[src/rtl/if_id_stage_pkg.sv]
// Shared definitions for the IF/ID pipeline slice.
// Provides the register-file pause codes, reset/NOP constants, the
// opcodes used by destination decode and a saturating-increment helper.
package cpu_defs;

    typedef enum logic [1:0] {
        PAUSE_NO   = 2'b00,
        PAUSE_RS   = 2'b01,
        PAUSE_RT   = 2'b10,
        PAUSE_BOTH = 2'b11
    } pause_e;

    localparam logic [31:0] INIT_32 = 32'h0000_0000;
    localparam logic [31:0] NOP     = 32'h0000_0000;

    localparam logic [5:0] OP_RTYPE  = 6'h00;
    localparam logic [5:0] OP_JAL    = 6'h03;
    localparam logic [5:0] OP_IMM_LO = 6'h08;
    localparam logic [5:0] OP_IMM_HI = 6'h0F;
    localparam logic [5:0] OP_LW     = 6'h23;

    localparam logic [4:0] REG_RA = 5'd31;

    // Increment that sticks at all-ones instead of wrapping.
    function automatic logic [31:0] sat_inc32(input logic [31:0] v);
        if (v == 32'hFFFF_FFFF) begin
            return v;
        end else begin
            return v + 32'd1;
        end
    endfunction

endpackage

[src/rtl/if_id_stage_if.sv]
// Instruction-memory bus between the fetch stage and the instruction memory.
//   imem_addr  : fetch address (current PC), driven by the stage
//   imem_rdata : instruction word at imem_addr, combinational read
// Modports: master = fetch stage, slave = instruction memory.
interface if_id_stage_if;
    logic [31:0] imem_addr;
    logic [31:0] imem_rdata;

    modport master (output imem_addr, input imem_rdata);
    modport slave  (input imem_addr, output imem_rdata);
endinterface

[src/rtl/if_id_stage_dest_decode.sv]
// Destination-register decode for the instruction held in ID (combinational).
//   opcode : instr[31:26]
//   rt, rd : instr[20:16], instr[15:11]
//   dest   : register the instruction will write, 0 when it writes none
module dest_decode
    import cpu_defs::*;
(
    input  logic [5:0] opcode,
    input  logic [4:0] rt,
    input  logic [4:0] rd,
    output logic [4:0] dest
);

    // R-type writes rd, loads/immediate ALU ops write rt, JAL writes $ra.
    always_comb begin
        dest = 5'd0;
        case (opcode) inside
            OP_RTYPE:               dest = rd;
            OP_LW:                  dest = rt;
            [OP_IMM_LO:OP_IMM_HI]:  dest = rt;
            OP_JAL:                 dest = REG_RA;
            default:                dest = 5'd0;
        endcase
    end

endmodule

[src/rtl/if_id_stage.sv]
// IF/ID pipeline stage: program counter, fetch, and the IF/ID register.
// Optional feature macro: BRANCH_DELAY_SLOT_EN
//   defined   -> the word fetched during a redirect is kept (delay slot)
//   undefined -> the word fetched during a redirect is squashed
// Ports:
//   clk, rst        : clock, synchronous active-low reset
//   pause           : hazard request from the register file (PAUSE_*)
//   branch_taken    : redirect request, branch_target its address
//   imem            : instruction-memory bus (master side)
//   id_instr/id_pc/id_valid : ID-stage instruction, PC, validity
//   read_addr1/2    : rs/rt of the ID instruction
//   collision_addr  : destination of the ID instruction (0 if none/stalled)
//   stall_cnt       : saturating count of stall cycles
module if_id_stage
    import cpu_defs::*;
#(
    parameter logic [31:0] RESET_PC = 32'h0000_0000
) (
    input  logic                 clk,
    input  logic                 rst,
    input  logic [1:0]           pause,
    input  logic                 branch_taken,
    input  logic [31:0]          branch_target,
    if_id_stage_if.master        imem,
    output logic [31:0]          id_instr,
    output logic [31:0]          id_pc,
    output logic                 id_valid,
    output logic [4:0]           read_addr1,
    output logic [4:0]           read_addr2,
    output logic [4:0]           collision_addr,
    output logic [31:0]          stall_cnt
);

    logic [31:0] pc_r, id_instr_r, id_pc_r, stall_cnt_r;
    logic        id_valid_r;
    logic [31:0] pc_s, id_instr_s, id_pc_s, stall_cnt_s;
    logic        id_valid_s;
    logic        stall_s;
    logic [4:0]  dest_s;
    logic        unused_bits_s;

    assign stall_s = (pause != PAUSE_NO);

    // Next-state selection: a stall freezes everything (and masks redirects).
    always_comb begin
        pc_s        = pc_r;
        id_instr_s  = id_instr_r;
        id_pc_s     = id_pc_r;
        id_valid_s  = id_valid_r;
        stall_cnt_s = stall_cnt_r;
        if (stall_s) begin
            stall_cnt_s = sat_inc32(stall_cnt_r);
        end else if (branch_taken) begin
            pc_s    = branch_target;
            id_pc_s = pc_r;
`ifdef BRANCH_DELAY_SLOT_EN
            id_instr_s = imem.imem_rdata;
            id_valid_s = 1'b1;
`else
            id_instr_s = NOP;
            id_valid_s = 1'b0;
`endif
        end else begin
            pc_s       = pc_r + 32'd4;
            id_instr_s = imem.imem_rdata;
            id_pc_s    = pc_r;
            id_valid_s = 1'b1;
        end
    end

    // State registers with synchronous active-low reset.
    always_ff @(posedge clk) begin
        if (!rst) begin
            pc_r        <= RESET_PC;
            id_instr_r  <= INIT_32;
            id_pc_r     <= INIT_32;
            id_valid_r  <= 1'b0;
            stall_cnt_r <= INIT_32;
        end else begin
            pc_r        <= pc_s;
            id_instr_r  <= id_instr_s;
            id_pc_r     <= id_pc_s;
            id_valid_r  <= id_valid_s;
            stall_cnt_r <= stall_cnt_s;
        end
    end

    dest_decode u_dest_decode (
        .opcode (id_instr_r[31:26]),
        .rt     (id_instr_r[20:16]),
        .rd     (id_instr_r[15:11]),
        .dest   (dest_s)
    );

    // Low instruction bits (shamt/funct) are not needed by this stage.
    assign unused_bits_s = ^id_instr_r[10:0];

    assign imem.imem_addr = pc_r;
    assign id_instr       = id_instr_r;
    assign id_pc          = id_pc_r;
    assign id_valid       = id_valid_r;
    assign stall_cnt      = stall_cnt_r;
    assign read_addr1     = id_instr_r[25:21];
    assign read_addr2     = id_instr_r[20:16];
    // Zero during a stall so the register-file history drains one entry per cycle.
    assign collision_addr = (id_valid_r && !stall_s) ? dest_s : 5'd0;

endmodule

[src/flat_wrapper.sv]
// flat-port wrapper written by rule: the top's interface ports become plain ports
module if_id_stage_flat import cpu_defs::*;
#(
    parameter logic [31:0] RESET_PC = 32'h0000_0000
)
  (clk, rst, pause, branch_taken, branch_target, id_instr, id_pc, id_valid, read_addr1, read_addr2, collision_addr, stall_cnt, imem_imem_addr, imem_imem_rdata);
  if_id_stage_if imem_i ();
  input  logic clk;
  input  logic rst;
  input  logic [1:0] pause;
  input  logic branch_taken;
  input  logic [31:0] branch_target;
  output logic [31:0] id_instr;
  output logic [31:0] id_pc;
  output logic id_valid;
  output logic [4:0] read_addr1;
  output logic [4:0] read_addr2;
  output logic [4:0] collision_addr;
  output logic [31:0] stall_cnt;
  output wire logic [$bits(imem_i.imem_addr)-1:0] imem_imem_addr;
  input wire logic [$bits(imem_i.imem_rdata)-1:0] imem_imem_rdata;
  assign imem_imem_addr = imem_i.imem_addr;
  assign imem_i.imem_rdata = imem_imem_rdata;
  if_id_stage #(.RESET_PC(RESET_PC)) u_core (.clk(clk), .rst(rst), .pause(pause), .branch_taken(branch_taken), .branch_target(branch_target), .imem(imem_i), .id_instr(id_instr), .id_pc(id_pc), .id_valid(id_valid), .read_addr1(read_addr1), .read_addr2(read_addr2), .collision_addr(collision_addr), .stall_cnt(stall_cnt));
endmodule
[config.mk]
export PLATFORM = sky130hd
export DESIGN_NAME = if_id_stage_flat
export DESIGN_NICKNAME = d
export VERILOG_FILES = /design/src/rtl/if_id_stage_pkg.sv /design/src/rtl/if_id_stage_if.sv /design/src/rtl/if_id_stage_dest_decode.sv /design/src/rtl/if_id_stage.sv /design/src/flat_wrapper.sv
export SDC_FILE = /design/constraint.sdc
export NUM_CORES = 1
export LEC_CHECK = 0
export CAP_MARGIN = 30
export CORE_ASPECT_RATIO = 1.4
export CORE_MARGIN = 3
export CORE_UTILIZATION = 25
export DETAILED_ROUTE_END_ITERATION = 6
export DONT_BUFFER_PORTS = 1
export GPL_ROUTABILITY_DRIVEN = 0
export GPL_TIMING_DRIVEN = 0
export PLACE_DENSITY = 0.43
export SLEW_MARGIN = 5
export SYNTH_ARGS = -nofsm -noshare
export SYNTH_HDL_FRONTEND = slang
export SYNTH_HIERARCHICAL = 1
export SYNTH_SLANG_ARGS = --single-unit
[constraint.sdc]
create_clock -name clk -period 4.35 [get_ports clk]
set_input_delay 0.87 -clock clk [delete_from_list [all_inputs] [get_ports clk]]
set_output_delay 0.87 -clock clk [all_outputs]
set_load 0.005 [all_outputs]
==> results.md <==
* Initial core utilization at between 20% and 30%
* Worst path cell trace: nor2_1 -> clkbuf_1 -> clkbuf_1 -> and3_1
* Tot Pwr at a little over 3 mW
* DRC violations left at 0
* Via count at between 6000 and 7000
* #FFs+latches synth at roughly 130
* Die Span X at between 100 and 150 µm
* Worst EP required at approximately 3.5 ns
* Startpoint Class: input pin
* Mapped cell area at 6150 µm²
* CP most frequent cell: clkbuf_1
* Pint at about 2.3 mW
* Sequential Power Share at a little over two fifths
* CTS Hold Bufs at 0
* WP data arrival at approximately 2.5 ns
* Die footprint at about 27000 µm²
* Switching Share at 25.6%
* First-pass GRT wire length at about 39000 µm
* Slew headroom at 43.2%
* Measured slew at the worst slew-check pin at 0.844 ns
* Final wirelength at around 26000 µm
* Worst hold path depth at 2
* Root buffer cell: clkbuf_16
* Final Util at between 20% and 30%
* Leakage power at between 2 and 2.5 nW
* Status: complete, no violations
* Core ar. at 24100 µm²
* Final period util at between 70% and 80%
* Final Max Slew Viols at 0
* Synth area leaders: dfxtp_1 42%, a21oi_1 8.8%, nand2_1 8.1%
* CTS max path bufs at 2
* Syn avg cell area at around 7.8 µm²
* Sequential element share of the synthesized area at 42.0%
* IO Count at 213
* Drt pass-1 iters at 5
* Worst vdd ir at 0.000260 V
* Post-DP HPWL at roughly 19000 µm
* R2r startpoint: u_core/imem.imem_addr[8]$_SDFFE_PN0N_
* RSZ-0062 raised after global routing: no
* Crit Reg-Reg Endpoint: u_core/imem.imem_addr[31]$_SDFFE_PN0N_
* GR Layer Usage met2 at roughly 33%
* Hold Crit Class: reg -> reg
* Total track usage at between 10% and 20%
* Storage cell area at between 2000 and 3000 µm²
* Flop-to-flop setup slack at around 1.5 ns
* Yosys top cell by area: dfxtp_1
* Worst setup EP type: output pin
* IO buf count at 0
* Post-synth top flop: dfxtp_1
* GRT Max-Usage Layer: met2
* WS Path Type: in -> out
* Ys async rst share at 0%
* Number of global-route vias before repair at about 6100
* Worst-path clk slew at about 0.060 ns
* TritonCTS Buffers at 17
* Post-Syn Nets at 860
* Die height at between 150 and 200 µm
* Logic pwr share at 6.9%
* Fillers at between 2000 and 3000
* Count of different cell masters after synthesis at 56
* Fmax at around 290 MHz
* PwrDens at approximately 420 nW/µm²
* Placed Area at approximately 6500 µm²
* Share of the synthesized area in the top cell type at roughly 42%
* Worst reg2reg path depth at 7
* Final Net Count at 881
* Gr ovfl total at 0
* TritonCTS clock tree: built
* H-tree depth at 4
* # setup viols final at 0
* CTS Sinks at ~130
* Min Tclk post-route at around 3.4 ns
* Min Hold Slack at 0.470 ns
* Drt wl/cell at ~23 µm
* DRT iter0 DRCs at 456
* Initial antenna violation count at 2
* Maxcap violations at 0
* Min-delay src: u_core/id_instr[3]$_SDFFE_PN0N_
* Crit-path max FO at 10
* Met3 GRT Util at under 10%
* Clk_lat worst skew at 0.43 ns
* CP max stage cell: clkbuf_1
* Vias per Instance at between 5 and 6
* Cts repair resizes at 0
* Yosys warns at 6
* Post-route design area at just over 7000 µm²
* Layout cells sized above 1 at 7.17%
* Number of hold violations in the final report at 0
* WHS Endpoint: u_core/id_instr[3]$_SDFFE_PN0N_
* Post-CTS Setup Bufs at 0
* Worst stage delay on the critical path at between 0.5 and 0.6 ns
* Met1 Track Usage GR at between 20% and 30%
* Post-Syn Instances at ~790
* Buf+Inv Stages, Crit Path at 2
* EDFF count, synth at 0
* Clock power frac at 51.5%
* Setup TNS at 0 ns
* CP delay by family, top: buffers and inverters
* Placement row count at 67
* Antenna-violating nets left at 0
* Area of the multi-input gates at 3220 µm²
* Max Clock Skew at slightly below 0.009 ns
* Layout area overhead at 16.8%
* Sw Pwr at 0.776 mW
* Largest net degree at the start of global routing at 17
[metal layers]
layer | part of all wire [%] | wire length [µm]
met1 | 40 | 10300
met5 | 0.035 | 9
met3 | 7.0 | 1800
met2 | 51 | 13200
met4 | 2.3 | 583
[placed cells by master (no fill, tap or decap), types with 4 or more instances in the layout]
| cell | count |
|---|---|
| nand2_1 | 133 |
| dfxtp_1 | 129 |
| a21oi_1 | 108 |
| clkbuf_1 | 51 |
| nand3_1 | 44 |
| nor2_1 | 40 |
| o21ai_0 | 28 |
| nor4_1 | 18 |
| clkbuf_16 | 17 |
| nand4_1 | 17 |
| nor3_1 | 16 |
| nand3b_1 | 15 |
| and3_1 | 13 |
| nand2b_1 | 11 |
| or3_1 | 11 |
| buf_1 | 10 |
| o31ai_1 | 10 |
| buf_4 | 10 |
| or4_1 | 9 |
| a31oi_1 | 9 |
| a22oi_1 | 9 |
| inv_1 | 8 |
| a211oi_1 | 6 |
| mux2i_1 | 6 |
| xnor2_1 | 6 |
| clkinv_4 | 5 |
| buf_2 | 5 |
| o41ai_1 | 5 |
| a32oi_1 | 5 |
| bufinv_16 | 4 |
| nor2b_1 | 4 |
[registers in the layout (all words and copies together), names as in the netlist]
| signal | flops |
|---|---|
| u_core/id_instr | 32 |
| u_core/id_pc | 32 |
| u_core/imem.imem_addr | 32 |
| u_core/stall_cnt | 32 |
| u_core/id_valid | 1 |
[metrics by stage]
stage / cells / setup WS [ns]
2_1_floorplan: 789 / 1.71
3_3_place_gp: 1099 / 0.852
3_5_place_dp: 1101 / 0.885
4_1_cts: 1133 / 0.902
5_1_grt: 1134 / 0.809
6_report: 1134 / 0.952
[worst max-delay path by stage]
stage / startpoint / end / cells after the start
finish: pause[1] / collision_addr[2] / 4
detailed placement: pause[0] / u_core/id_pc[26]$_SDFFE_PN0N_ / 6
CTS: pause[1] / collision_addr[2] / 4
global placement: pause[0] / u_core/id_pc[29]$_SDFFE_PN0N_ / 6
floorplan: pause[1] / collision_addr[0] / 4
global route: pause[1] / collision_addr[3] / 4
[cell type report]
type,instances,area share (%)
Inverter,8,0.418
Tap cell,310,5.40
Clock buffer,20,6.22
Multi-Input combinational cell,580,44.9
Antenna cell,1,0.0349
Clock inverter,12,2.56
Sequential cell,129,36.0
Buffer,72,4.34
Timing Repair Buffer,2,0.139
[Yosys cell counts, drive strengths merged (3+ instances only)]
cell	count
nand2	133
dfxtp	129
a21oi	108
clkbuf	49
nand3	44
nor2	40
o21ai	28
buf	23
nor4	20
nand4	18
nor3	16
nand3b	15
and3	13
nand2b	11
or3	11
or4	11
o31ai	10
a22oi	9
a31oi	9
inv	8
a211oi	6
mux2i	6
xnor2	6
a32oi	5
o41ai	5
nor2b	4
or2	4
a21o	3
a22o	3
a311oi	3
a31o	3
and4	3
nor3b	3
o211ai	3
o21a	3
o221a	3
[worst reg2reg max path, delay by kind of cell, from the launching register on]
kind,cells,cell delay [ns]
muxes,1,0.20
and+or+nand+nor,3,1.31
buffers and inverters,2,0.76
AOI/OAI and AO/OA,1,0.10
DFF,1,0.35
[power by group through the flow]
stage / clock [mW] / combinational [mW] / sequential, mW
2_1_floorplan: 0 / 0.139 / 1.27
3_3_place_gp: 0 / 0.210 / 1.29
3_5_place_dp: 0 / 0.210 / 1.29
4_1_cts: 1.61 / 0.211 / 1.26
5_1_grt: 1.64 / 0.232 / 1.26
6_report: 1.56 / 0.210 / 1.26
[logic make-up (layout without fill, tap and decap cells)]
group	count (synthesis)	in the layout	share of synthesized area, %
fa+ha+maj	2	2	0.407
buf+inv	80	114	5.56
mux	6	6	0.977
other cells	0	1	0
flops	129	129	42.0
simple gates	351	351	28.8
xor+xnor	8	8	1.14
compound gates	213	213	21.1
No activity file was read; power rests on OpenSTA's default activity.
